File: config.mk
export PLATFORM = sky130hd
export DESIGN_NAME = timeout_ctrl
export DESIGN_NICKNAME = d
export VERILOG_FILES = /design/src/rtl/timeout_pkg.sv /design/src/rtl/tick_prescaler.sv /design/src/rtl/timeout_ctrl.sv
export SDC_FILE = /design/constraint.sdc
export NUM_CORES = 1
export LEC_CHECK = 0
export CAP_MARGIN = 0
export CORE_UTILIZATION = 53
export DETAILED_ROUTE_END_ITERATION = 12
export GPL_ROUTABILITY_DRIVEN = 0
export GPL_TIMING_DRIVEN = 0
export PLACE_DENSITY = 0.84
export SLEW_MARGIN = 10
export SYNTH_ARGS = -nofsm -noshare
export SYNTH_HDL_FRONTEND = slang
export SYNTH_SLANG_ARGS = --single-unit
File: constraint.sdc
create_clock -name clk -period 8.35 [get_ports clk]
set_input_delay 1.67 -clock clk [delete_from_list [all_inputs] [get_ports clk]]
set_output_delay 1.67 -clock clk [all_outputs]
set_load 0.1 [all_outputs]
File: src/rtl/timeout_pkg.sv
`default_nettype none
// ============================================================================
// Module   : timeout_pkg
// Purpose  : Shared state encoding and width helpers for the timeout
//            controller and its tick prescaler.
// Revision : 1.0 - initial release
// ============================================================================
package timeout_pkg;

  typedef enum logic [2:0] {
    ST_IDLE    = 3'd0,
    ST_CLEAR   = 3'd1,
    ST_RUN     = 3'd2,
    ST_EXPIRED = 3'd3,
    ST_STOPPED = 3'd4
  } state_e;

  // Ceiling log2; clog2(1) is 0.
  function automatic int clog2(input int value);
    int res;
    res = 0;
    for (int v = value - 1; v > 0; v = v >> 1) begin
      res = res + 1;
    end
    return res;
  endfunction

  // Width of a down-counter holding 0..value-1, never narrower than 1 bit.
  function automatic int presc_width(input int value);
    return (clog2(value) < 1) ? 1 : clog2(value);
  endfunction

endpackage
`default_nettype wire

File: src/rtl/tick_prescaler.sv
`default_nettype none
// ============================================================================
// Module   : tick_prescaler
// Purpose  : Reloading down-counter that emits one tick every PRESCALE
//            enabled cycles. load restarts the period from the top.
// Revision : 1.0 - initial release
// ============================================================================
module tick_prescaler
  import timeout_pkg::*;
#(
  parameter int PRESCALE = 50
) (
  input  logic clk,
  input  logic rst,     // asynchronous, active-low
  input  logic load,
  input  logic en,
  output logic tick
);

  localparam int            PW     = presc_width(PRESCALE);
  localparam logic [PW-1:0] RELOAD = PW'(PRESCALE - 1);

  logic [PW-1:0] count_q;
  logic [PW-1:0] count_d;

  assign tick = en && (count_q == '0);

  // Next count: explicit reload wins, otherwise count down and wrap to RELOAD.
  always_comb begin
    count_d = count_q;
    if (load) begin
      count_d = RELOAD;
    end else if (en) begin
      count_d = (count_q == '0) ? RELOAD : (count_q - PW'(1));
    end
  end

  // Count register.
  always_ff @(posedge clk or negedge rst) begin
    if (!rst) begin
      count_q <= RELOAD;
    end else begin
      count_q <= count_d;
    end
  end

endmodule
`default_nettype wire

File: src/rtl/timeout_ctrl.sv
`default_nettype none
// ============================================================================
// Module   : timeout_ctrl
// Purpose  : Arms an external up-counter through a prescaler and reports
//            either a timeout or the elapsed tick count when the awaited
//            response arrives.
// Revision : 1.0 - initial release
// ============================================================================
module timeout_ctrl
  import timeout_pkg::*;
#(
  parameter int PRESCALE = 50,
  parameter int CNT_W    = 32
) (
  input  logic             clk,
  input  logic             rst,      // asynchronous, active-low
  input  logic             start,
  input  logic             stop,
  input  logic [CNT_W-1:0] limit,
  input  logic [CNT_W-1:0] cnt_q,
  output logic             cnt_clr,
  output logic             cnt_up,
  output logic             busy,
  output logic             timeout,
  output logic             done,
  output logic [CNT_W-1:0] elapsed
);

  state_e             state_q, state_d;
  logic [CNT_W-1:0]   limit_q, limit_d;
  logic [CNT_W-1:0]   elapsed_q, elapsed_d;
  logic               clr_q, clr_d;
  logic               busy_q, busy_d;
  logic               timeout_q, timeout_d;
  logic               done_q, done_d;
  logic               w_tick;
  logic               w_at_limit;

  // Counter has reached the sampled limit; stops counting and triggers expiry.
  assign w_at_limit = (cnt_q >= limit_q);

  tick_prescaler #(
    .PRESCALE (PRESCALE)
  ) u_presc (
    .clk  (clk),
    .rst  (rst),
    .load (state_q == ST_CLEAR),
    .en   (state_q == ST_RUN),
    .tick (w_tick)
  );

  // Gating on the limit keeps the counter from ever passing limit_q.
  assign cnt_up  = w_tick && !w_at_limit;
  assign cnt_clr = clr_q;
  assign busy    = busy_q;
  assign timeout = timeout_q;
  assign done    = done_q;
  assign elapsed = elapsed_q;

  // Next-state, limit sampling and capture; clear/busy follow the next state.
  always_comb begin
    state_d   = state_q;
    limit_d   = limit_q;
    elapsed_d = elapsed_q;
    timeout_d = timeout_q;
    done_d    = 1'b0;
    case (state_q)
      ST_IDLE: begin
        if (start) begin
          state_d = ST_CLEAR;
          limit_d = limit;
        end
      end
      ST_CLEAR: begin
        state_d = ST_RUN;
      end
      ST_RUN: begin
        if (start) begin
          state_d = ST_CLEAR;
          limit_d = limit;
        end else if (stop) begin
          state_d   = ST_STOPPED;
          done_d    = 1'b1;
          elapsed_d = cnt_q;
        end else if (w_at_limit) begin
          state_d   = ST_EXPIRED;
          timeout_d = 1'b1;
          elapsed_d = cnt_q;
        end
      end
      ST_EXPIRED, ST_STOPPED: begin
        if (start) begin
          state_d = ST_CLEAR;
          limit_d = limit;
        end
      end
      default: begin
        state_d = ST_IDLE;
      end
    endcase
    if (state_d == ST_CLEAR) begin
      timeout_d = 1'b0;
    end
    busy_d = (state_d == ST_CLEAR) || (state_d == ST_RUN);
    clr_d  = (state_d == ST_IDLE)  || (state_d == ST_CLEAR);
  end

  // State and registered outputs; clear held high in reset keeps counter at 0.
  always_ff @(posedge clk or negedge rst) begin
    if (!rst) begin
      state_q   <= ST_IDLE;
      limit_q   <= '0;
      elapsed_q <= '0;
      clr_q     <= 1'b1;
      busy_q    <= 1'b0;
      timeout_q <= 1'b0;
      done_q    <= 1'b0;
    end else begin
      state_q   <= state_d;
      limit_q   <= limit_d;
      elapsed_q <= elapsed_d;
      clr_q     <= clr_d;
      busy_q    <= busy_d;
      timeout_q <= timeout_d;
      done_q    <= done_d;
    end
  end

endmodule
`default_nettype wire

# Yosys cells after proc, flatten, opt, wreduce, memory -nomap -nowiden
# Cells that the tools add are included.
[totals]
input_bits = 68
elab_cells = 54
reg_bits = 77
[classes]
addsub = 1
order_cmp = 1
eq_ne = 8
reduce_logical = 17
n_mux = 18
n_bitwise = 1
[op_table]
columns = ["cell", "count"]
rows = [
  ["32-bit two-way mux", 2],
  ["32-bit greater-or-equal comparator", 1],
  ["6-bit two-way mux", 3],
  ["3-bit two-way mux", 4],
  ["3-bit by 2-bit equality test with 1-bit output, second input constant", 3],
  ["3-bit case mux with 3 select lines", 1],
  ["1-bit two-way mux", 8],
  ["2-bit nonzero test", 4],
  ["3-bit by 1-bit equality test with 1-bit output, second input constant", 2],
  ["3-bit logical NOT", 2],
  ["6-bit logical NOT", 1],
  ["6-bit by 1-bit subtractor with 6-bit output, second input constant", 1],
  ["2-bit by 1-bit != test with 1-bit output, second input constant", 2],
  ["4-bit AND reduction", 1],
  ["4-bit OR reduction", 1],
  ["3-bit equality test, second input constant", 1],
  ["3-bit AND reduction", 1],
  ["3-bit OR reduction", 1],
  ["1-bit logical AND", 2],
  ["1-bit logical OR", 2],
  ["2-bit AND reduction", 1],
  ["1-bit logical NOT", 1],
  ["1-bit inverter", 1],
]

# Logic depth before layout (Yosys ltp)
[logic_depth]
word_depth = 8
mapped_depth = 9

# Cells and area by module
# A second synthesis with hierarchy kept.
[unflattened]
cells_unflattened = 319
hier_area_um2 = 4012.6
[modules_own_cells]
columns = ["mod", "area_per_inst_um2", "instances", "cells_each"]
rows = [
  ["timeout_ctrl", 3618.5, 1, 277],
  ["tick_prescaler", 394.1, 1, 42],
]

# Worst setup path before layout
# OpenSTA, ideal clock, no wires.
[synth_timing]
path_type = "input -> output"
start = "input port cnt_q[0]"
end = "output port cnt_up"
stages = 8
arrival_time_ns = 4.057
path_slack_ns = 2.623
required_time_ns = 6.680
cell_sequence = "inv_1 ha_1 nand2b_4 a2111oi_4 o32ai_1 o311a_1 nor3_1 and4b_1"
[synth_between]
elab_chain_cells = 3
[synth_rtl]
columns = ["item", "line_no", "rtl"]
rows = [
  ["start, declared", "timeout_ctrl.sv:20", "input logic [CNT_W-1:0] cnt_q,"],
  ["32-bit greater-or-equal comparator", "timeout_ctrl.sv:40", "assign w_at_limit = (cnt_q >= limit_q);"],
  ["1-bit logical NOT", "timeout_ctrl.sv:53", "assign cnt_up = w_tick && !w_at_limit;"],
  ["1-bit logical AND", "timeout_ctrl.sv:53", ""],
  ["end, declared", "timeout_ctrl.sv:22", "output logic cnt_up,"],
]
# No other way between the ends.

# Worst setup path after layout
# Ends and elaborated chain as after synthesis.

==> results.env <==
RUN_STATUS='finished clean'
ROUTE.FINAL.WIRE_LENGTH_UM=8834
FIN_CELLS=553
POST-SYNTH-TOP-AREA-CELL='dfrtp_1'
FINAL.SETUP_SKEW_PS=10.28
CP_SLOWEST_CELL='clkdlybuf4s50_1'
CTS_ROOT_BUFFER='clkbuf_8'
HTREEDEPTH=3
SYNTH_SEQ_AREA_SHARE=0.4741
HOLD_CLASS='flip-flop to flip-flop'
TIMING.CRITICAL_PATH.FROM_TYPE='primary input'
GRT_UTIL_ALL_LAYERS=0.2326
PATH_CELLS='clkdlybuf4s50_1 -> inv_1 -> ha_1 -> nand2b_4 -> a2111oi_4 -> o32ai_1 -> o311a_1 -> nor3_1 -> and4b_1 -> clkdlybuf4s50_1'
DR.PASS1.ITERS=4
CTSRESIZECOUNT=0
ANT_NETS=0
TIMING.CRITICAL_PATH.TO_TYPE='output port'
CLK-INSERTION-DELAY-LATE_PS=350
PLACED_CELLS=537
FINAL_NETS=551
VIAS_PER_CELL=5.363
VIAS=2966
DIE_WIDTH_UM=89.69
CRITICAL_PATH.MAX_FANOUT=4
CTS_BUFFER_COUNT=9
LAYOUT-DRIVE-GT1-SHARE=0.2048
FINAL_MAX_SLEW_VIOLS=0
SLEW_HEADROOM=0.3196
CORE_UM2=7331
ANTENNA_FOUND_INITIAL=0
FMAX_GHz=0.1428
YOSYS_WARNINGS=0
FILLCELLCOUNT=484
BUSIEST_LAYER_IN_GLOBAL_ROUTING='met2'
CTS_HOLD_BUFFERS=0
LAYOUT.CELLS.MOST_COMMON_LIST='clkdlybuf4s50_1 (102), dfrtp_1 (73), inv_1 (38)'
CTS.CLK_SLEW.WORST_PATHS_PS=70
GROUTE.LAYER.MET1.USAGE=0.2790
CLOCK_SINK_COUNT=77
MAXCAPVIOLATIONS=0
GRT.OVERFLOW.TOTAL=0
GRT_PASS1_WL_UM=13750
ANTENNA_CELLS=0
SYNTHDOMINANTCELLAREASHARE=0.4483
CRIT_PATH_FREQUENT_CELL='clkdlybuf4s50_1'
CRIT_TYPE='primary input to output port'
DATA_REQUIRED_TIME_OF_THE_CRITICAL_PATH_PS=6680
SYNTH.LIB_CELLS_USED.DISTINCT=42
FINAL_MIN_PERIOD_OVER_CLOCK_PERIOD=0.8388
POST_CTS_BUFFERS=0
DIE_AREA_UM2=8043
PERIOD_MINUS_WS_FINAL_PS=7004
CTS_TREE='built'
POSTSYNTHREGISTERBITS=77
VIA_COUNT_OF_THE_FIRST_GLOBAL_ROUTING_PASS=2912
DETAILEDROUTE.FIRSTITERATIONVIOLATIONS=63
AVGROUTEDWIREPERCELL_UM=15.97
DESIGN.PORTCOUNT=105
LEADING_POST_SYNTHESIS_CELLS_BY_CELL_AREA='dfrtp_1 (45%), mux2_4 (11%), ha_1 (10%), mux2_2 (9.4%), inv_1 (3.5%)'
DETAILED_PLACE_HPWL_UM=6531
CP_DATA_ARRIVAL_TIME_PS=5330
SYNTHESIS.NETS=436
TIGHTESTPINTRANSITION_PS=1017
SYN2LAYOUT_AREA_GROWTH_PCT=34.39
FINAL_SETUP_VIO_COUNT=0
ROUTE.DETAILED.DRC=0
NETLIST_INSTANCES=334
GRT_START_MAX_NET_PINS=63
RSZ0062_AT_GRT='no'
PLACEMENT.IO_BUFFERS=103
TIMING.FINAL.HOLD_VIOLATIONS=0
CRITICAL_PATH.MAX_STAGE_DELAY_PS=1140
SYN_AREA_UM2=4075
GLOBAL_ROUTE.USAGE.MET2=0.4043
SETUP_TNS_PS=0
INITIAL_CORE_UTILIZATION=0.5559
SYN_AREA_PER_CELL_UM2=12.20
DIE_H_UM=89.69
GRTUSAGEMET3=0.04753
LAYOUT.CELLS.MOST_COMMON='clkdlybuf4s50_1'
ROWS=31
CLOCK_PATH_BUFFERS=2
==> synthesized netlist by cell type (all sizes together) <==
cell type  count
a2111oi        1
a221oi         1
a31o           1
dfstp          4
nor2          14
nand2         14
buf            6
mux2          64
o21bai         1
nand2b         1
a31oi          1
nand3          3
and4b          1
a21o           2
o21a           3
or3            1
a41oi          1
a21oi         23
a211oi         1
inv           38
nor2b          3
and2           2
ha            34
o31ai          1
a211o          1
nor3           4
nand3b         1
or2            1
o32ai          1
o21ai         10
nand4          5
dfrtp         73
o311a          1
o41a           1
clkbuf         5
nor3b          1
nor4           5
o22a           2
o22ai          1
and4           1
==> sequential cells by signal (all words and copies together), names as in the netlist <==
signal / count
busy: 1
cnt_clr: 1
done: 1
elapsed: 32
limit_q: 32
state_q: 3
timeout: 1
u_presc.count_q: 6
==> logic make-up (layout without fill, tap and decap cells) <==
logic type	after synthesis	after routing	synth area share
flops	77	77	0.4741
buf+inv	49	169	0.05711
simple gates	57	57	0.07215
mux	64	64	0.2045
compound gates	53	53	0.08782
fa+ha+maj	34	34	0.1044
==> final timing paths <==
| kind | start | end | slack [ps] | depth (start not counted) |
|---|---|---|---|---|
| worst max register to register | limit_q[0]$_DFFE_PN0P_ | elapsed[11]$_DFFE_PN0P_ | 5500 | 8 |
| min in group asynchronous | rst | limit_q[17]$_DFFE_PN0P_ | 1170 | 1 |
| worst min register to register | elapsed[0]$_DFFE_PN0P_ | elapsed[0]$_DFFE_PN0P_ | 510 | 1 |
| max in group asynchronous | rst | u_presc.count_q[0]$_DFFE_PN1P_ | 6560 | 2 |
| worst max-delay path | cnt_q[0] | cnt_up | 1350 | 10 |
| worst min-delay path | elapsed[0]$_DFFE_PN0P_ | elapsed[0]$_DFFE_PN0P_ | 510 | 1 |
==> layout make-up <==
class                   count  area (um2)  area share
plain buffers              11       90.09     0.01645
clock buffers              14       182.7     0.03336
clock inverters             2       38.79    0.007082
inverters                  38       142.6     0.02605
multi-input cells         208        1911      0.3489
flip-flops and latches     77        1932      0.3528
well taps                  99       123.9     0.02262
repair buffers            104        1056      0.1928
==> worst max-delay path, delay by kind of cell <==
kind                       cells  cell delay, ps
buffers and inverters          3            1670
and+or+nand+nor                3             840
adders and majority gates      1             280
AOI/OAI and AO/OA              3             880
==> layer usage <==
layer	wire (um)	part of all wire	up-vias
li1	-	-	1412
met1	3805	0.43	1446
met2	4337	0.49	94
met3	497	0.056	14
met4	193	0.022	0
met5	0	0	-
==> per-stage QoR <==
step                setup WS, ps  hold slack (ps)  cell area [um2]  utilization
finish                      1346            507.4             5477       0.7471
global route                1127            514.2             5477       0.7471
CTS                         1329            510.3             5477       0.7471
detailed placement          1355            492.8             5255       0.7168
global placement            1385            471.0             5230       0.7134
floorplan                   2623            462.3             4075            -
Power is left out: the tool's default activity adds up to more than one toggle a clock period on the data nets, which glitch-free logic cannot reach.
